===== config.mk =====
export PLATFORM = sky130hd
export DESIGN_NAME = lsu_ram_ctrl
export DESIGN_NICKNAME = d
export VERILOG_FILES = /design/src/rtl/lsu_pkg.sv /design/src/rtl/lsu_lane_align.sv /design/src/rtl/lsu_ram_ctrl.sv
export SDC_FILE = /design/constraint.sdc
export NUM_CORES = 1
export LEC_CHECK = 0
export CAP_MARGIN = 20
export CORE_MARGIN = 1.5
export CORE_UTILIZATION = 45
export CTS_BUF_LIST = sky130_fd_sc_hd__clkbuf_8 sky130_fd_sc_hd__clkbuf_16
export CTS_CLUSTER_DIAMETER = 30
export DETAILED_ROUTE_END_ITERATION = 8
export PLACE_DENSITY = 0.83
export SYNTH_ARGS = -nofsm -noshare
export SYNTH_HDL_FRONTEND = slang
export SYNTH_SLANG_ARGS = --single-unit

===== constraint.sdc =====
create_clock -name clka -period 4.2 [get_ports clka]
set_input_delay 0.63 -clock clka [delete_from_list [all_inputs] [get_ports clka]]
set_output_delay 0.63 -clock clka [all_outputs]
set_load 0.02 [all_outputs]

===== src/rtl/lsu_pkg.sv =====
// Shared types for the load/store unit: access sizes, controller states and
// the size decode / alignment helpers.
package lsu_pkg;

  localparam int DATA_W = 32;

  typedef enum logic [1:0] {
    BYTE = 2'b00,
    HALF = 2'b01,
    WORD = 2'b10
  } size_t;

  typedef enum logic [2:0] {
    IDLE,
    RD,
    CAP,
    WR,
    RSP
  } state_t;

  // The unused 2'b11 encoding behaves as a word access.
  function automatic size_t decodeSize(input logic [1:0] sz);
    case (sz)
      2'b00:   return BYTE;
      2'b01:   return HALF;
      default: return WORD;
    endcase
  endfunction

  function automatic logic isMisaligned(input size_t sz, input logic [1:0] lane);
    case (sz)
      HALF:    return lane[0];
      WORD:    return lane != 2'b00;
      default: return 1'b0;
    endcase
  endfunction

endpackage


===== src/rtl/lsu_lane_align.sv =====
// Byte-lane steering for the LSU: extracts and extends load data, and merges
// sub-word store data into a previously read word.
module lsu_lane_align
  import lsu_pkg::*;
(
  input  size_t                   size,
  input  logic  [1:0]             lane,
  input  logic                    sgn,
  input  logic  [DATA_W-1:0]      word,
  input  logic  [DATA_W-1:0]      wdata,
  output logic  [DATA_W-1:0]      loadData,
  output logic  [DATA_W-1:0]      mergeData
);

  logic [3:0][7:0] wordBytes;
  logic [7:0]      selByte;
  logic [15:0]     selHalf;

  assign wordBytes = word;

  always_comb begin
    selByte = wordBytes[lane];
    selHalf = lane[1] ? word[31:16] : word[15:0];
    case (size)
      BYTE:    loadData = {{24{sgn & selByte[7]}}, selByte};
      HALF:    loadData = {{16{sgn & selHalf[15]}}, selHalf};
      default: loadData = word;
    endcase
  end

  // Each byte lane either keeps the old word byte or takes the matching store byte.
  genvar gi;
  generate
    for (gi = 0; gi < 4; gi++) begin : g_lane
      localparam logic [1:0] LANE = 2'(gi);
      logic       laneHit;
      logic [7:0] srcByte;

      always_comb begin
        laneHit = 1'b1;
        srcByte = wdata[8*gi +: 8];
        case (size)
          BYTE: begin
            laneHit = (lane == LANE);
            srcByte = wdata[7:0];
          end
          HALF: begin
            laneHit = (lane[1] == LANE[1]);
            srcByte = wdata[8*(gi%2) +: 8];
          end
          default: ;
        endcase
      end

      assign mergeData[8*gi +: 8] = laneHit ? srcByte : word[8*gi +: 8];
    end
  endgenerate

endmodule


===== src/rtl/lsu_ram_ctrl.sv =====
// Load/store controller for a single-port word RAM; sub-word stores are done as
// read-modify-write. Define LSU_MISALIGN_TRAP_EN to report misaligned accesses.
module lsu_ram_ctrl
  import lsu_pkg::*;
#(
  parameter int ADDR_W = 6,
  parameter int DATA_W = 32
) (
  input  logic                clka,
  input  logic                rsta,
  input  logic                req_valid,
  output logic                req_ready,
  input  logic                req_we,
  input  logic [1:0]          req_size,
  input  logic                req_signed,
  input  logic [ADDR_W+1:0]   req_addr,
  input  logic [DATA_W-1:0]   req_wdata,
  output logic                rsp_valid,
  output logic [DATA_W-1:0]   rsp_rdata,
  output logic                rsp_err,
  output logic [ADDR_W-1:0]   ram_addra,
  output logic [DATA_W-1:0]   ram_dina,
  output logic                ram_wea,
  input  logic [DATA_W-1:0]   ram_douta
);

`ifdef LSU_MISALIGN_TRAP_EN
  localparam bit TRAP_EN = 1'b1;
`else
  localparam bit TRAP_EN = 1'b0;
`endif

  state_t              stateReg;
  size_t               sizeReg;
  logic [1:0]          laneReg;
  logic                signedReg;
  logic                weReg;
  logic                weaReg;
  logic [ADDR_W-1:0]   addrReg;
  logic [DATA_W-1:0]   wdataReg;
  logic [DATA_W-1:0]   word_q;
  logic [DATA_W-1:0]   loadData;
  logic [DATA_W-1:0]   mergeData;
  size_t               reqSize;
  logic                reqMisaligned;

  // Without the trap the lane logic already ignores the low bits a size does not use.
  assign reqSize       = decodeSize(req_size);
  assign reqMisaligned = TRAP_EN && isMisaligned(reqSize, req_addr[1:0]);

  lsu_lane_align u_align (
    .size      (sizeReg),
    .lane      (laneReg),
    .sgn       (signedReg),
    .word      (word_q),
    .wdata     (wdataReg),
    .loadData  (loadData),
    .mergeData (mergeData)
  );

  always_ff @(posedge clka) begin
    if (rsta) begin
      stateReg  <= IDLE;
      req_ready <= 1'b1;
      rsp_valid <= 1'b0;
      rsp_err   <= 1'b0;
      weaReg    <= 1'b0;
      addrReg   <= '0;
      word_q    <= '0;
      sizeReg   <= WORD;
      laneReg   <= 2'b00;
      signedReg <= 1'b0;
      weReg     <= 1'b0;
      wdataReg  <= '0;
    end else begin
      case (stateReg)
        IDLE: begin
          if (req_valid && req_ready) begin
            addrReg   <= req_addr[ADDR_W+1:2];
            sizeReg   <= reqSize;
            laneReg   <= req_addr[1:0];
            signedReg <= req_signed;
            weReg     <= req_we;
            wdataReg  <= req_wdata;
            req_ready <= 1'b0;
            if (reqMisaligned) begin
              stateReg  <= RSP;
              rsp_valid <= 1'b1;
              rsp_err   <= 1'b1;
            end else if (req_we && reqSize == WORD) begin
              stateReg <= WR;
              weaReg   <= 1'b1;
            end else begin
              stateReg <= RD;
            end
          end
        end
        RD: stateReg <= CAP;
        CAP: begin
          word_q <= ram_douta;
          if (weReg) begin
            stateReg <= WR;
            weaReg   <= 1'b1;
          end else begin
            stateReg  <= RSP;
            rsp_valid <= 1'b1;
          end
        end
        WR: begin
          weaReg    <= 1'b0;
          stateReg  <= RSP;
          rsp_valid <= 1'b1;
        end
        RSP: begin
          stateReg  <= IDLE;
          rsp_valid <= 1'b0;
          rsp_err   <= 1'b0;
          req_ready <= 1'b1;
        end
        default: stateReg <= IDLE;
      endcase
    end
  end

  // A word store has every lane hit, so the merge path also carries full-word data.
  assign ram_wea   = weaReg && !rsta;
  assign ram_dina  = weaReg ? mergeData : '0;
  assign ram_addra = addrReg;
  assign rsp_rdata = (rsp_valid && !weReg && !rsp_err) ? loadData : '0;

endmodule

==> summary.txt <==
Outcome
  • Outcome: finished, final reports clean

Critical path
  • Register-to-Register Path Depth: 4
  • CP max-delay cell: dfxtp_1
  • R2R Path Start: weaReg$_SDFFE_PP0P_
  • Max incr delay on CP: ~0.94 ns
  • Critical path cell sequence: mux2i_1 > nor2_1 > o21ai_2 > a21oi_1 > clkdlybuf4s50_1
  • Critical path arrival: 3.19 ns
  • CP max FO: 26
  • Critical Path Start Type: flop
  • Kind of end point of the critical path: output pin
  • Setup crit start: laneReg[1]$_SDFFE_PP0P_
  • R2r setup slk: 2.16 ns
  • Crit Path Category: flop to output pin
  • Crit path to: rsp_rdata[19]
  • RR Endpoint: weaReg$_SDFFE_PP0P_
  • Req. time, crit path: 3.57 ns

Worst hold path
  • Type of the worst min-delay path: flop to flop

Synthesis
  • Avg Cell Area, Syn: 7.17 sq um
  • Mux contribution to synthesized area: 0.0377
  • Seq/Total Area, Yosys: 0.364
  • Post-Syn Area: 4510 sq um
  • XOR/XNOR share of the synthesized area: 0
  • Syn Inst Count: 629
  • Adder-cell share of the synthesized area: 0
  • Yosys cell types: 41
  • Synth warn: 0
  • Area share of and/or/nand/nor cells after synthesis: 0.240
  • Synth Area in Compound Gates: 0.279
  • Synthesized net count: 708
  • Seq cells post-synth: 82
  • Largest family of logic cells by synthesized area: compound AO/OA/AOI/OAI gates

GRT
  • Largest net degree at the start of global routing: 83
  • Aggregate global routing overflow: 0
  • Initial antenna violation count: 0
  • GRT Util Overall: 0.303
  • First-pass GRT wire length: 24100 um
  • Vias in the first global route: between 4k and 5k

Final layout
  • Fill cells: 893
  • Area Overhead vs Synth: 35.0%
  • Diodes inserted: 0
  • Share of layout cells above drive strength 1: 0.0430
  • Post-layout util: 0.626
  • Post-Layout Cell Count: 878
  • Final net count: 820

Floorplanning
  • I/O Pins: 153
  • Starting Density: 0.464
  • CORE AREA: 9730 sq um
  • Die Height: slightly above 100 um
  • Die area: 10600 sq um
  • Die width: 103 um
  • Rows: 36

Timing
  • RSZ-0062 raised after global routing: false
  • Tcrit/Tclk final: 0.910
  • Setup TNS: 0 ns
  • Period minus WS final: 3.82 ns
  • Fin. max-slew vios: 0
  • Hold Violations, Final: 0
  • Max Clock Freq: 262 MHz
  • Skew final: 0.0109 ns
  • Setup Viol. Count Final: 0
  • Final WS setup: approximately 0.38 ns
  • Worst slew pin tran: roughly 1.1 ns
  • Slew Limit Headroom: 0.294

Placement
  • Placed cells: between 800 and 900
  • Port Buf Inserts: roughly 150
  • Routability Congestion: 0.903
  • Hpwl dp: between 10000 and 15000 um
  • Pre-CTS WS: 0.889 ns

Clock tree
  • H-tree lvl count: 3
  • Clk pin slew, worst setup/hold paths: approximately 0.090 ns
  • Hold_buf cts: 0
  • CTS tree: done
  • Clk Latency, worst-skew pair: 0.37 ns
  • CTS buffer count: 9
  • Number of clock sinks: 82
  • Root Buffer: clkbuf_8
  • Clock Path Buffers: 2
  • PostCTS Resize Cnt: 0
  • Post-CTS Setup Bufs: 0

Detailed routing
  • Drt initial violations: slightly below 500
  • Detailed-route via count: 4926
  • Routed WL: 15700 um
  • DR DRC count: 0
  • Vias/cell: 5.61
  • Wire per inst: roughly 18 um
  • Antenna-violating nets left: 0
  • Drt first pass iters: 6

Power
  • VDD IR max: 275 uV
  • Pwr per Cell Area: 339 nW/um^2
  • Leakage power: approximately 2.0 nW

Run
  • # Max-Cap Violations: 0
==> how the worst min path moves through the flow <==
| stage | start | to | slack, ns | cells past startpoint |
|---|---|---|---|---|
| after floorplan | wdataReg[16]$_SDFFE_PP0P_ | wdataReg[16]$_SDFFE_PP0P_ | 0.43 | 2 |
| after global placement | wdataReg[23]$_SDFFE_PP0P_ | wdataReg[23]$_SDFFE_PP0P_ | 0.44 | 2 |
| after detailed placement | wdataReg[21]$_SDFFE_PP0P_ | wdataReg[21]$_SDFFE_PP0P_ | 0.45 | 2 |
| after CTS | ram_addra[4]$_SDFFE_PP0P_ | ram_addra[4]$_SDFFE_PP0P_ | 0.46 | 2 |
| after global routing | wdataReg[21]$_SDFFE_PP0P_ | wdataReg[21]$_SDFFE_PP0P_ | 0.48 | 2 |
| final | ram_addra[4]$_SDFFE_PP0P_ | ram_addra[4]$_SDFFE_PP0P_ | 0.46 | 2 |
==> sequential cells by signal, summed over array words and instances, names as in the netlist <==
register / count
sizeReg: 2
req_ready: 1
ram_addra: 6
weaReg: 1
laneReg: 2
wdataReg: 32
word_q: 32
rsp_valid: 1
weReg: 1
stateReg: 3
signedReg: 1
==> power breakdown <==
part | switching, W | internal, W
clock network | 0.000301 | 0.000272
registers | 0.000110 | 0.000847
logic | 0.000308 | 0.000228
total | 0.000718 | 0.00135
==> per-stage QoR <==
stage / hold WS (ns) / power (W) / area [sq um]
2_1_floorplan: 0.433 / 0.00130 / 4510
3_3_place_gp: 0.438 / 0.00149 / 5900
3_5_place_dp: 0.446 / 0.00150 / 5900
4_1_cts: 0.457 / 0.00207 / 6090
5_1_grt: 0.475 / 0.00218 / 6090
6_report: 0.457 / 0.00206 / 6090
==> cell usage after synthesis, drive strengths merged <==
cell | number | area, sq um
a211o | 1 | 10.0
a211oi | 1 | 7.51
a21o | 8 | 60.1
a21oi | 131 | 667
a221o | 1 | 10.0
a22oi | 7 | 52.6
a311oi | 8 | 70.1
a31oi | 2 | 12.5
a32o | 7 | 70.1
and2 | 2 | 12.5
and3b | 1 | 8.76
buf | 33 | 245
clkbuf | 24 | 90.1
clkinv | 1 | 3.75
conb | 1 | 3.75
dfxtp | 82 | 1640
inv | 3 | 11.3
mux2i | 17 | 170
nand2 | 194 | 728
nand2b | 12 | 75.1
nand3 | 1 | 5.00
nand3b | 2 | 15.0
nor2 | 23 | 86.3
nor2b | 16 | 100
nor3 | 3 | 15.0
nor4 | 2 | 27.5
o2111ai | 1 | 8.76
o211ai | 1 | 12.5
o21ai | 27 | 143
o221ai | 7 | 61.3
o22ai | 1 | 6.26
o2bb2ai | 7 | 61.3
o31ai | 1 | 7.51
or4 | 1 | 11.3
==> layout make-up <==
cell class / instances / area (sq um) / share of cell area
multi-input combinational: 486 / 2520 / 0.414
inverter: 4 / 15.0 / 0.00247
sequential: 82 / 1640 / 0.270
tap: 133 / 166 / 0.0273
clock buffer: 9 / 124 / 0.0203
clock inverter: 6 / 66.3 / 0.0109
timing repair buffer: 158 / 1560 / 0.256
==> kinds of logic (layout without fill, tap and decap cells) <==
| group | count (synthesis) | after routing |
|---|---|---|
| AOI/OAI and AO/OA | 211 | 211 |
| buffers and inverters | 61 | 177 |
| DFF | 82 | 82 |
| muxes | 17 | 17 |
| other | 1 | 1 |
| and+or+nand+nor | 257 | 257 |
==> critical path: cells and delay by family (launching register included) <==
kind / cells / cell delay [ns]
and+or+nand+nor: 1 / 0.09
buffers and inverters: 1 / 0.58
muxes: 1 / 0.44
AOI/OAI and AO/OA: 2 / 0.76
DFF: 1 / 0.94
==> placed cells by master, fill, tap and decap left out, drive strengths merged, types with 2 or more instances in the layout <==
cell type        n
a22oi            7
nand2          194
nand2b          12
nor3             3
and2             2
nor4             2
a21o             8
inv              4
a31oi            2
a32o             7
clkbuf           9
o221ai           7
mux2i           17
a311oi           8
o21ai           27
o2bb2ai          7
dfxtp           82
nor2b           16
clkinv           2
nor2            23
nand3b           2
a21oi          131
clkinvlp         3
clkdlybuf4s50  150
buf              8
==> per-layer routing <==
metal  global-route usage  vias to the layer above  share of wire
met3               0.0793                       44           0.10
met2                0.476                      275           0.46
met1                0.398                     2227           0.41
met5                    0                        -              0
met4                0.116                        0          0.031
li1                     -                     2380              -
Power figures use the tool's default switching activity.
